### src/rtl/sram_burst_ctrl_pkg.sv
// ============================================================================
//  Module      : rl_mem_pkg
//  Description : Shared types and constants for the SRAM burst controller.
//  Revision    : 1.0
// ============================================================================
`default_nettype none

package rl_mem_pkg;

    localparam int unsigned BANK_ADDR_BITS  = 7;
    localparam int unsigned BANK_DATA_WIDTH = 16;
    localparam int unsigned RD_FIFO_DEPTH   = 2;

    typedef enum logic [1:0] {
        IDLE  = 2'd0,
        WRITE = 2'd1,
        READ  = 2'd2
    } burst_state_t;

    typedef struct packed {
        logic                      write;
        logic [BANK_ADDR_BITS-1:0] addr;
        logic [BANK_ADDR_BITS-1:0] len;
    } burst_cmd_t;

    // Words already buffered or still in the bank pipeline, after this cycle's pop,
    // must leave space for one more issue.
    function automatic logic rd_has_room(
        input logic [1:0] cnt,
        input logic       inflight,
        input logic       pop
    );
        logic [2:0] w_occ;
        w_occ = {1'b0, cnt} + {2'b00, inflight} - {2'b00, pop};
        return (w_occ < 3'(RD_FIFO_DEPTH));
    endfunction

endpackage

`default_nettype wire

### src/rtl/sram_burst_ctrl_rd_skid.sv
// ============================================================================
//  Module      : sram_rd_skid
//  Description : Two-entry read-return FIFO carrying {last, data}.
//  Revision    : 1.0
// ============================================================================
`default_nettype none

module sram_rd_skid
    import rl_mem_pkg::*;
#(
    parameter int DATA_WIDTH = 16
) (
    input  logic                  clk,
    input  logic                  rst,
    input  logic                  push,
    input  logic [DATA_WIDTH-1:0] push_data,
    input  logic                  push_last,
    input  logic                  pop,
    output logic                  out_valid,
    output logic [DATA_WIDTH-1:0] out_data,
    output logic                  out_last,
    output logic [1:0]            cnt
);

    logic [DATA_WIDTH:0] r_mem_q [RD_FIFO_DEPTH];
    logic [DATA_WIDTH:0] w_mem_d [RD_FIFO_DEPTH];
    logic                r_wr_ptr_q;
    logic                w_wr_ptr_d;
    logic                r_rd_ptr_q;
    logic                w_rd_ptr_d;
    logic [1:0]          r_cnt_q;
    logic [1:0]          w_cnt_d;
    logic                w_do_push;
    logic                w_do_pop;

    always_comb begin
        w_mem_d    = r_mem_q;
        w_wr_ptr_d = r_wr_ptr_q;
        w_rd_ptr_d = r_rd_ptr_q;
        w_do_pop   = pop && (r_cnt_q != 2'd0);
        // A push into a full FIFO is only legal when the head leaves this cycle.
        w_do_push  = push && ((r_cnt_q < 2'(RD_FIFO_DEPTH)) || w_do_pop);
        if (w_do_push) begin
            w_mem_d[r_wr_ptr_q] = {push_last, push_data};
            w_wr_ptr_d          = ~r_wr_ptr_q;
        end
        if (w_do_pop) begin
            w_rd_ptr_d = ~r_rd_ptr_q;
        end
        w_cnt_d = r_cnt_q + {1'b0, w_do_push} - {1'b0, w_do_pop};
    end

    always_ff @(posedge clk) begin
        if (rst) begin
            r_wr_ptr_q <= 1'b0;
            r_rd_ptr_q <= 1'b0;
            r_cnt_q    <= 2'd0;
        end else begin
            r_wr_ptr_q <= w_wr_ptr_d;
            r_rd_ptr_q <= w_rd_ptr_d;
            r_cnt_q    <= w_cnt_d;
        end
    end

    always_ff @(posedge clk) begin
        r_mem_q <= w_mem_d;
    end

    assign out_valid = (r_cnt_q != 2'd0);
    assign out_data  = r_mem_q[r_rd_ptr_q][DATA_WIDTH-1:0];
    assign out_last  = r_mem_q[r_rd_ptr_q][DATA_WIDTH];
    assign cnt       = r_cnt_q;

endmodule

`default_nettype wire

### src/rtl/sram_burst_ctrl.sv
// ============================================================================
//  Module      : sram_burst_ctrl
//  Description : Burst initiator for one single-port SRAM bank with streamed
//                write data in and backpressured read data out.
//  Revision    : 1.0
// ============================================================================
`default_nettype none

module sram_burst_ctrl
    import rl_mem_pkg::*;
#(
    parameter int DATA_WIDTH = BANK_DATA_WIDTH,
    parameter int ADDR_BITS  = BANK_ADDR_BITS
) (
    input  logic                  clk,
    input  logic                  rst,
    input  logic                  cmd_valid,
    output logic                  cmd_ready,
    input  logic                  cmd_write,
    input  logic [ADDR_BITS-1:0]  cmd_addr,
    input  logic [ADDR_BITS-1:0]  cmd_len,
    input  logic                  wr_valid,
    output logic                  wr_ready,
    input  logic [DATA_WIDTH-1:0] wr_data,
    output logic                  rd_valid,
    input  logic                  rd_ready,
    output logic [DATA_WIDTH-1:0] rd_data,
    output logic                  rd_last,
    output logic                  busy,
    output logic                  done,
    output logic [ADDR_BITS-1:0]  sram_addr,
    output logic [DATA_WIDTH-1:0] sram_data_in,
    output logic                  sram_mem_en,
    output logic                  sram_mem_write_en,
    output logic                  sram_rst_b,
    input  logic [DATA_WIDTH-1:0] sram_data_out
);

    burst_state_t         r_state_q;
    burst_state_t         w_state_d;
    logic [ADDR_BITS-1:0] r_cur_addr_q;
    logic [ADDR_BITS-1:0] w_cur_addr_d;
    logic [ADDR_BITS-1:0] r_beats_left_q;
    logic [ADDR_BITS-1:0] w_beats_left_d;
    logic                 r_issue_active_q;
    logic                 w_issue_active_d;
    logic                 r_inflight_q;
    logic                 w_inflight_d;
    logic                 r_inflight_last_q;
    logic                 w_inflight_last_d;
    logic                 r_done_q;
    logic                 w_done_d;

    burst_cmd_t           w_cmd;
    logic                 w_cmd_fire;
    logic                 w_rd_fire;
    logic                 w_mem_en;
    logic                 w_mem_we;

    logic                 w_fifo_valid;
    logic [DATA_WIDTH-1:0] w_fifo_data;
    logic                 w_fifo_last;
    logic [1:0]           w_fifo_cnt;

    // The command struct is sized to the bank address width.
    assign w_cmd.write = cmd_write;
    assign w_cmd.addr  = BANK_ADDR_BITS'(cmd_addr);
    assign w_cmd.len   = BANK_ADDR_BITS'(cmd_len);

    assign cmd_ready  = (r_state_q == IDLE);
    assign wr_ready   = (r_state_q == WRITE);
    assign w_cmd_fire = cmd_valid && cmd_ready;
    assign w_rd_fire  = w_fifo_valid && rd_ready;

    always_comb begin
        w_state_d         = r_state_q;
        w_cur_addr_d      = r_cur_addr_q;
        w_beats_left_d    = r_beats_left_q;
        w_issue_active_d  = r_issue_active_q;
        w_inflight_d      = 1'b0;
        w_inflight_last_d = 1'b0;
        w_done_d          = 1'b0;
        w_mem_en          = 1'b0;
        w_mem_we          = 1'b0;

        case (r_state_q)
            IDLE: begin
                if (w_cmd_fire) begin
                    w_state_d        = w_cmd.write ? WRITE : READ;
                    w_cur_addr_d     = ADDR_BITS'(w_cmd.addr);
                    w_beats_left_d   = ADDR_BITS'(w_cmd.len);
                    w_issue_active_d = !w_cmd.write;
                end
            end
            WRITE: begin
                if (wr_valid) begin
                    w_mem_en     = 1'b1;
                    w_mem_we     = 1'b1;
                    w_cur_addr_d = r_cur_addr_q + ADDR_BITS'(1);
                    if (r_beats_left_q == '0) begin
                        w_state_d = IDLE;
                        w_done_d  = 1'b1;
                    end else begin
                        w_beats_left_d = r_beats_left_q - ADDR_BITS'(1);
                    end
                end
            end
            READ: begin
                if (r_issue_active_q && rd_has_room(w_fifo_cnt, r_inflight_q, w_rd_fire)) begin
                    w_mem_en     = 1'b1;
                    w_inflight_d = 1'b1;
                    w_cur_addr_d = r_cur_addr_q + ADDR_BITS'(1);
                    if (r_beats_left_q == '0) begin
                        w_issue_active_d  = 1'b0;
                        w_inflight_last_d = 1'b1;
                    end else begin
                        w_beats_left_d = r_beats_left_q - ADDR_BITS'(1);
                    end
                end
                if (w_rd_fire && w_fifo_last) begin
                    w_state_d = IDLE;
                    w_done_d  = 1'b1;
                end
            end
            default: begin
                w_state_d = IDLE;
            end
        endcase
    end

    always_ff @(posedge clk) begin
        if (rst) begin
            r_state_q         <= IDLE;
            r_cur_addr_q      <= '0;
            r_beats_left_q    <= '0;
            r_issue_active_q  <= 1'b0;
            r_inflight_q      <= 1'b0;
            r_inflight_last_q <= 1'b0;
            r_done_q          <= 1'b0;
        end else begin
            r_state_q         <= w_state_d;
            r_cur_addr_q      <= w_cur_addr_d;
            r_beats_left_q    <= w_beats_left_d;
            r_issue_active_q  <= w_issue_active_d;
            r_inflight_q      <= w_inflight_d;
            r_inflight_last_q <= w_inflight_last_d;
            r_done_q          <= w_done_d;
        end
    end

    // Bank data_out is valid the cycle after a read issue; capture it then.
    sram_rd_skid #(
        .DATA_WIDTH (DATA_WIDTH)
    ) u_rd_skid (
        .clk       (clk),
        .rst       (rst),
        .push      (r_inflight_q),
        .push_data (sram_data_out),
        .push_last (r_inflight_last_q),
        .pop       (w_rd_fire),
        .out_valid (w_fifo_valid),
        .out_data  (w_fifo_data),
        .out_last  (w_fifo_last),
        .cnt       (w_fifo_cnt)
    );

    assign rd_valid          = w_fifo_valid;
    assign rd_data           = w_fifo_data;
    assign rd_last           = w_fifo_valid && w_fifo_last;
    assign busy              = (r_state_q != IDLE);
    assign done              = r_done_q;
    assign sram_addr         = r_cur_addr_q;
    assign sram_data_in      = wr_data;
    assign sram_mem_en       = w_mem_en && !rst;
    assign sram_mem_write_en = w_mem_we && !rst;
    assign sram_rst_b        = !rst;

endmodule

`default_nettype wire
### config.mk
export PLATFORM = sky130hd
export DESIGN_NAME = sram_burst_ctrl
export DESIGN_NICKNAME = d
export VERILOG_FILES = /design/src/rtl/sram_burst_ctrl_pkg.sv /design/src/rtl/sram_burst_ctrl_rd_skid.sv /design/src/rtl/sram_burst_ctrl.sv
export SDC_FILE = /design/constraint.sdc
export NUM_CORES = 1
export LEC_CHECK = 0
export ABC_AREA = 0
export CAP_MARGIN = 0
export CORE_UTILIZATION = 41
export DETAILED_ROUTE_END_ITERATION = 10
export PLACE_DENSITY = 0.83
export SETUP_SLACK_MARGIN = 0.1
export SKIP_LAST_GASP = 1
export SYNTH_ARGS = -nofsm -noshare
export SYNTH_HDL_FRONTEND = slang
export SYNTH_SLANG_ARGS = --single-unit
### constraint.sdc
create_clock -name clk -period 3.25 [get_ports clk]
set_input_delay 0.975 -clock clk [delete_from_list [all_inputs] [get_ports clk]]
set_output_delay 0.975 -clock clk [all_outputs]
set_load 0.01 [all_outputs]
## Word-level counts from Yosys, hierarchy flattened

Cells that the tools add are included.

| storage, ports and cells | value |
|---|---|
| word-level logic and storage cells | 94 |
| bits in registers | 58 |

| operators by class | value |
|---|---|
| reduce and logical (&&, ||, !) cells | 24 |
| bitwise gates (word level) | 6 |
| $lt $le $gt $ge | 5 |
| muxes and demuxes | 33 |
| add/sub/neg operators | 6 |
| equal/unequal tests | 8 |

Operator list:

| kind | number |
|---|---|
| 2-to-1 mux 17 bit | 4 |
| 2-to-1 mux 7 bit | 7 |
| case mux 7 bit (3 select lines) | 2 |
| bitwise mux 34 bit | 1 |
| demux 17 bit (select 1 bit) | 1 |
| AND reduction 4 bit | 3 |
| logical AND 1 bit | 10 |
| 2-to-1 mux 2 bit | 5 |
| 2-to-1 mux 1 bit | 9 |
| inequality test 2 bit, second input constant | 4 |
| adder 7 x 1 -> 7 bit, second input constant | 1 |
| zero test 7 bit | 1 |
| subtractor 7 x 1 -> 7 bit, second input constant | 1 |
| case mux 1 bit (2 select lines) | 3 |
| case mux 2 bit (3 select lines) | 1 |
| nonzero test 2 bit | 3 |
| >= comparator 2 bit, second input constant | 2 |
| inequality test 2 x 1 -> 1 bit, second input constant | 2 |
| NOT 1 bit | 4 |
| NOT 1 -> 2 bit | 2 |
| adder 2 x 1 -> 3 bit | 1 |
| less-than comparator 3 x 2 -> 1 bit, second input constant | 1 |
| nonzero test 3 bit | 1 |
| OR reduction 3 bit | 1 |
| 11 further kinds | 12 |

## Logic depth before layout (Yosys ltp)

Gate-level depths: netlist of the first run.

| depth | value |
|---|---|
| depth in word-level cells | 8 |
| depth in mapped cells | 12 |
| depth with buffers taken out | 11 |

## Cells and area by module

From an unflattened synthesis of the first run, not the netlist that was laid out.

| second synthesis, totals | value |
|---|---|
| cells, all modules | 269 |
| area total of the unflattened synthesis | 3056.7 sq um |

By module, submodules not included:

| module | times used | cells each | area an instance (sq um) |
|---|---|---|---|
| sram_burst_ctrl | 1 | 193 | 1566.5 |
| sram_rd_skid | 1 | 76 | 1490.2 |

## Least setup slack after synthesis of the first run

No wires, ideal clock.

| timing path | value |
|---|---|
| path kind | input -> output |
| start | input port rd_ready |
| end | output port sram_mem_en |
| arrival time | 2.550 ns |
| slack | -0.275 ns |
| stages | 9 |
| path buffers | 0 |
| cell sequence | o21ai_0 -> inv_1 -> ha_1 -> inv_1 -> nand2_1 -> fa_1 -> xnor2_1 -> nand4_1 -> a21oi_1 |

| between the ends | value |
|---|---|
| longest elaborated chain between the ends | 7 |

RTL lines:

| element | line | RTL |
|---|---|---|
| from (decl) | sram_burst_ctrl.sv:26 | `input logic rd_ready,` |
| logical AND 1 bit | sram_burst_ctrl.sv:73 | `assign w_rd_fire = w_fifo_valid && rd_ready;` |
| subtractor 3 x 1 -> 3 bit | sram_burst_ctrl_pkg.sv:34 | `w_occ = {1'b0, cnt} + {2'b00, inflight} - {2'b00, pop};` |
| less-than comparator 3 x 2 -> 1 bit | sram_burst_ctrl_pkg.sv:35 | `return (w_occ < 3'(RD_FIFO_DEPTH));` |
| logical AND 1 bit | sram_burst_ctrl.sv:109 | `if (r_issue_active_q && rd_has_room(w_fifo_cnt, r_inflight_q, w_rd_fire)) begin` |
| 2-to-1 mux 1 bit | sram_burst_ctrl.sv:109 |  |
| case mux 1 bit (2 select lines) | sram_burst_ctrl.sv:86 | `case (r_state_q)` |
| logical AND 1 bit | sram_burst_ctrl.sv:174 | `assign sram_mem_en = w_mem_en && !rst;` |
| to (decl) | sram_burst_ctrl.sv:33 | `output logic sram_mem_en,` |

No other way between the ends.

## Worst setup path after layout of the first run

Same ends and word-level chain as after synthesis.

==> metrics.md, run 1 <==
| Metric | Value |
|---|---|
| Sum Neg Setup Slack | -0.2420 ns |
| Max VDD drop | 0.4257 mV |
| First drt pass iteration count | 9 |
| Sw power | 951.4 uW |
| Syn nets | 319 |
| Fin cells | 410 |
| Top-count cell post-synth | edfxtp_1 |
| Post-synth ARST share | 0% |
| Most frequent cells after synthesis | edfxtp_1, a21oi_1, dfxtp_1 |
| Sink Count | 58 |
| IO Port Bufs | 67 |
| Crit path capture type | output pin |
| CP Launch Type | primary input |
| Detail Placement HPWL | 4.170 mm |
| CP max stage cell | fa_2 |
| Final hold violations | 0 |
| Max Freq | 286.4 MHz |
| Crit-path cells | buf_6, o21ai_4, inv_2, ha_4, inv_2, nand2_2, fa_2, nand4_1, a21oi_2, buf_2 |
| Power Total | 2.896 mW |
| Max-Cap Viols | 0 |
| Largest net degree at the start of global routing | 24 |
| # DRC | 8 |
| H-tree depth | 3 |
| Placement Rows | 29 |
| Mean Syn Cell Area | 10.97 um^2 |
| Clock Latency Late Sink | 0.32 ns |
| Flops & latches, synth | 58 |
| Routed WL | 5.927 mm |
| Final Core Density | 58.62% |
| Failing checks | DRC, setup timing |
| Root Buffer | clkbuf_8 |
| CTS tree | done |
| Vias in the first global route | 2071 |
| Die Y-Extent | 84.77 um |
| Layout cells sized above 1 | 20.12% |
| Fin crit share | 107.4% |
| Placed insts | 393 |
| Vias per cell | 5.178 |
| Antenna cells | 0 |
| Post-synth EDFFs | 34 |
| Clock transition at the registers of the reported paths | 0.07 ns |
| First-pass GRT wire length | 9.770 mm |
| Area of the multi-input gates | 1117 um^2 |
| Setup ws final | -0.2420 ns |
| GR Overflow Total | 0 |
| CTS Buf Count | 9 |
| Vias | 2123 |
| Routed WL per cell | 14.46 um |
| Switch share | 32.85% |
| Comb pwr share | 43.0% |
| ANT nets after route | 0 |
| CP Class | in -> out |
| Sequential share of power | 32.7% |
| Number of top-level pins | 100 |
| Post-synth top area share | 36.35% |
| P_leak | 1.402 nW |
| Post-DP Area | 3583 um^2 |
| Register area | 1501 um^2 |
| Arr. time, crit path | 2.52 ns |
| P_int | 1.944 mW |
| Reg-to-reg setup timing slack | 0.82 ns |
| Post-synth top area cell | edfxtp_1 |
| Hold_buf cts | 0 |
| Post-route cell area | 3807 um^2 |
| Final setup fails | 1 |
| CP max stage delay | 0.57 ns |
| Relative slew slack | 68.08% |
| Worst-Margin Slew | 0.4759 ns |
| Die area | 7186 um^2 |
| WP buf/inv | 4 |
| Sequential fraction of the synthesis area | 53.45% |
| CP dominant cell by count | inv_2 |
| Fin crit period | 3.492 ns |
| Top_reg_cell synth | edfxtp_1 |
| Synth Instances | 256 |
| Synth top area cells | edfxtp_1, dfxtp_1, mux2_2, buf_4, ha_1 |
| Clock Path Buffers | 2 |
| Tightest Hold Check Type | reg -> reg |
| Clock power share | 24.3% |
| Core area | 6495 um^2 |
| Initial antenna violation count | 0 |
| Initial DRC Count | 97 |
| Cell variety after synth | 41 |
| Starting density of the core | 43.25% |
| Fill cells | 545 |
| GP Congestion | 0.8868 |
| Outcome | complete, but fails checks |
| Total Routing Usage GR | 17.38% |
| RSZ-0062 raised after global routing | yes |
| YS warnings | 0 |
| Nets | 391 |
| Horiz. Die Dim | 84.77 um |
| Max FO, Critical Path | 2 |
| PD cells | 760.6 nW/um^2 |
| Max Clock Skew | 0.005016 ns |
| Largest delay share family, worst path | adder cells |
| Layout area overhead | 35.55% |
| Post-Synthesis Cell Area | 2809 um^2 |
| Required time worst endpoint | 2.27 ns |
| Max Slew Vio Count | 0 |
worst reg2reg max path, cell delays in order, from the launching register on:
cell	delay, ns
dfxtp_1	0.37
inv_1	0.09
ha_1	0.32
buf_4	0.26
clkinv_1	0.45
o211ai_2	0.41
buf_4	0.21
nor2_1	0.05
a211oi_1	0.19
stage by stage:
stage | hold slack (ns) | setup slack (ns)
2_1_floorplan | 0.4037 | -0.08250
3_3_place_gp | 0.4195 | -1.111
3_5_place_dp | 0.4394 | -1.131
4_1_cts | 0.4562 | -0.2904
5_1_grt | 0.4744 | -0.3183
6_report | 0.4488 | -0.2420
path summary, 6_finish.rpt:
kind                                                   start                         endpoint  cells past startpoint
worst max-delay path                                rd_ready                      sram_mem_en                     10
worst min-delay path            r_inflight_last_q$_SDFF_PP0_  u_rd_skid.r_mem_q[33]$_DFFE_PP_                      0
worst max register to register     r_state_q[0]$_SDFFE_PP0P_   r_beats_left_q[1]$_SDFFE_PP0P_                      8
worst min register to register  r_inflight_last_q$_SDFF_PP0_  u_rd_skid.r_mem_q[33]$_DFFE_PP_                      0
metal layers:
metal,track usage (%),share of wire [%],vias to the layer above
li1,-,-,1045
met1,20.93,43,990
met2,29.49,49,84
met3,5.703,6.8,4
met4,5.547,0.46,0
met5,0,0,-
layout make-up:
type	instances	area share (%)
Inverter	18	1.775
Timing Repair Buffer	87	21.39
Clock inverter	5	2.070
Tap cell	77	2.530
Multi-Input combinational cell	154	29.35
Sequential cell	58	39.43
Clock buffer	11	3.451
cell families after synthesis:
| kind of cell | Yosys count | share of synthesized area [%] |
|---|---|---|
| AOI/OAI and AO/OA | 48 | 11.18 |
| xor gates and xnor gates | 5 | 1.559 |
| adders and majority gates | 11 | 5.167 |
| and+or+nand+nor | 70 | 12.43 |
| DFF | 58 | 53.45 |
| buffers and inverters | 44 | 8.196 |
| muxes | 20 | 8.018 |
registers in the layout (all words and copies together), names as in the netlist, 2 cells and up:
| register | cells |
|---|---|
| u_rd_skid.cnt | 2 |
| r_beats_left_q | 7 |
| u_rd_skid.r_mem_q | 34 |
| sram_addr | 7 |
| r_state_q | 2 |
cells in the final DEF (no fill, tap or decap), types with 6 or more instances in the layout:
master,n
edfxtp_1,34
nor2b_1,6
o32ai_1,9
nand3_1,6
a21oi_1,23
buf_4,20
inv_1,15
clkdlybuf4s50_1,63
nor3_1,8
nor2_1,17
nand2_1,19
ha_1,9
mux2_2,16
clkbuf_8,9
dfxtp_1,24
power groups by stage:
stage          logic (mW)  clock network (mW)  registers, mW
2_1_floorplan       0.769                   0          0.959
3_3_place_gp         1.20                   0          0.960
3_5_place_dp         1.23                   0          0.961
4_1_cts              1.23               0.722          0.945
5_1_grt              1.35               0.762          0.959
6_report             1.25               0.704          0.946
timing repair:
action / 4_1_cts / 5_1_grt
setup buffers: 1 / 0
gates resized for setup: 11 / 2
setup endpoints to repair: 6 / 1
pin swaps: 5 / 4
gates cloned: 0 / 0
(Power assumes the default switching activity.)
==> run 2: changes to the inputs <==
--- a/config.mk
+++ b/config.mk
@@ -9,7 +9,7 @@
 export CAP_MARGIN = 0
 export CORE_UTILIZATION = 41
 export DETAILED_ROUTE_END_ITERATION = 10
-export PLACE_DENSITY = 0.83
+export PLACE_DENSITY = 0.77
 export SETUP_SLACK_MARGIN = 0.1
 export SKIP_LAST_GASP = 1
 export SYNTH_ARGS = -nofsm -noshare
==> metrics.md, run 2 (synthesis results as in run 1) <==
| Metric | Value |
|---|---|
| Outcome | complete, but fails checks |
| Failing checks | DRC, setup timing |
| Placement Rows | 29 |
| CTS Buf Count | 9 |
| Routed WL per cell | 14.78 um |
| CP dominant cell by count | inv_2 |
| Fill cells | 516 |
| PD cells | 788.3 nW/um^2 |
| Layout area overhead | 39.64% |
| Root Buffer | clkbuf_8 |
| Post-DP Area | 3583 um^2 |
| Worst-Margin Slew | 0.4830 ns |
| Die area | 7186 um^2 |
| Antenna cells | 0 |
| WL met3 | 454 um |
| H-tree depth | 3 |
| Sum Neg Setup Slack | -0.4314 ns |
| Metal2 WL | 3.004 mm |
| Clock power share | 24.9% |
| Max Clock Skew | 0.005310 ns |
| Detail Placement HPWL | 4.153 mm |
| Most frequent cells in the layout | clkdlybuf4s50_1, edfxtp_1, buf_4, dfxtp_1, a21oi_1 |
| Most common cell after layout, fill and taps aside | clkdlybuf4s50_1 |
| RSZ-0062 raised after global routing | yes |
| Routed WL | 6.194 mm |
| Total Routing Usage GR | 18.34% |
| Crit-path cells | buf_8, o21ai_4, inv_2, ha_4, inv_2, nand2_2, fa_2, xnor2_4, nand4_1, buf_4, a21oi_2, buf_2 |
| Initial DRC Count | 104 |
| Setup ws final | -0.4314 ns |
| P_leak | 1.467 nW |
| Metal-1 WL | 2.591 mm |
| Most flop-heavy register | u_rd_skid.r_mem_q |
| Uppermost layer routed | met4 |
| Max-Cap Viols | 0 |
| Die Y-Extent | 84.77 um |
| Initial antenna violation count | 0 |
| Sw power | 1.004 mW |
| Vias per cell | 5.289 |
| Nets | 400 |
| Arr. time, crit path | 2.71 ns |
| CP Launch Type | primary input |
| Largest net degree at the start of global routing | 22 |
| Number of flip-flops under the largest register name | 34 |
| Final hold violations | 0 |
| CP max stage cell | fa_2 |
| Number of top-level pins | 100 |
| Sink Count | 58 |
| Max Freq | 271.6 MHz |
| Clock Latency Late Sink | 0.33 ns |
| Starting density of the core | 43.25% |
| Final setup fails | 1 |
| GR Overflow Total | 0 |
| Clock Path Buffers | 2 |
| Comb pwr share | 44.3% |
| CP max stage delay | 0.43 ns |
| Crit path capture type | output pin |
| DP Worst Slack | -1.139 ns |
| Power Total | 3.092 mW |
| Switch share | 32.48% |
| Required time worst endpoint | 2.27 ns |
| Horiz. Die Dim | 84.77 um |
| # DRC | 9 |
| Tightest Hold Check Type | reg -> reg |
| Max Slew Vio Count | 0 |
| Final Core Density | 60.39% |
| Hold_buf cts | 0 |
| First-pass GRT wire length | 10.09 mm |
| Clock transition at the registers of the reported paths | 0.06 ns |
| P_int | 2.088 mW |
| Vias in the first global route | 2226 |
| Post-route cell area | 3923 um^2 |
| Fin crit share | 113.3% |
| Max FO, Critical Path | 2 |
| GP Congestion | 0.8470 |
| Fin crit period | 3.681 ns |
| Layout cells sized above 1 | 23.39% |
| Sequential share of power | 30.8% |
| Vias | 2216 |
| First drt pass iteration count | 10 |
| CP Class | in -> out |
| ANT nets after route | 0 |
| Area of the multi-input gates | 1134 um^2 |
| Core area | 6495 um^2 |
| Register area | 1501 um^2 |
| Relative slew slack | 67.60% |
| Max VDD drop | 0.4066 mV |
| IO Port Bufs | 67 |
| CTS tree | done |
==> run 2: final timing paths <==
check | start | end | slack, ns | cells past startpoint
worst max-delay path | rd_ready | sram_mem_en | -0.43 | 12
worst max register to register | u_rd_skid.cnt[0]$_SDFF_PP0_ | r_inflight_last_q$_SDFF_PP0_ | 0.49 | 16
worst min register to register | r_inflight_last_q$_SDFF_PP0_ | u_rd_skid.r_mem_q[16]$_DFFE_PP_ | 0.44 | 0
worst min-delay path | r_inflight_last_q$_SDFF_PP0_ | u_rd_skid.r_mem_q[16]$_DFFE_PP_ | 0.44 | 0
==> run 2: power groups by stage <==
stage                     Sequential, mW  Clock [mW]  Combinational (mW)
after floorplan                    0.959           0               0.769
after global placement             0.961           0                1.20
after detailed placement           0.966           0                1.23
after CTS                          0.950       0.784                1.29
after global routing               0.963       0.821                1.50
final                              0.952       0.770                1.37
==> run 2: layout make-up <==
type / instances / share of cell area, %
multi-input cells: 154 / 28.90
repair buffers: 96 / 22.58
inverters: 18 / 1.722
clock buffers: 12 / 4.211
well taps: 77 / 2.456
flip-flops and latches: 58 / 38.28
clock inverters: 4 / 1.850
==> run 2: critical path, delay by kind of cell <==
kind,cells,cell delay (ns)
xor gates and xnor gates,1,0.20
adders and majority gates,2,0.64
buffers and inverters,5,0.52
and+or+nand+nor,2,0.20
AOI/OAI and AO/OA,2,0.16
==> run 2: metrics by stage <==
step | hold WS, ns | instances
after floorplan | 0.4037 | 256
after global placement | 0.4185 | 393
after detailed placement | 0.4245 | 393
after CTS | 0.4434 | 424
after global routing | 0.4461 | 419
final | 0.4435 | 419
==> run 2: routing by layer <==
metal | track usage, % | vias up
li1 | - | 1063
met1 | 21.69 | 1030
met2 | 31.04 | 108
met3 | 4.228 | 15
met4 | 9.861 | 0
met5 | 0 | -
==> run 2: what timing repair did <==
action / in CTS / in global routing
setup endpoints to repair: 3 / 3
hold endpoints to repair: 0 / 0
pin swaps: 6 / 6
buffers inserted: 16 / 1
gates resized for setup: 13 / 4
==> run 3: changes to the inputs <==
--- a/config.mk
+++ b/config.mk
@@ -6,7 +6,7 @@
 export NUM_CORES = 1
 export LEC_CHECK = 0
 export ABC_AREA = 0
-export CAP_MARGIN = 0
+export CAP_MARGIN = 10
 export CORE_UTILIZATION = 41
 export DETAILED_ROUTE_END_ITERATION = 10
 export PLACE_DENSITY = 0.77
==> results of run 3 <==
Same layout as run 2: the final DEF is identical, and so are final timing and power.
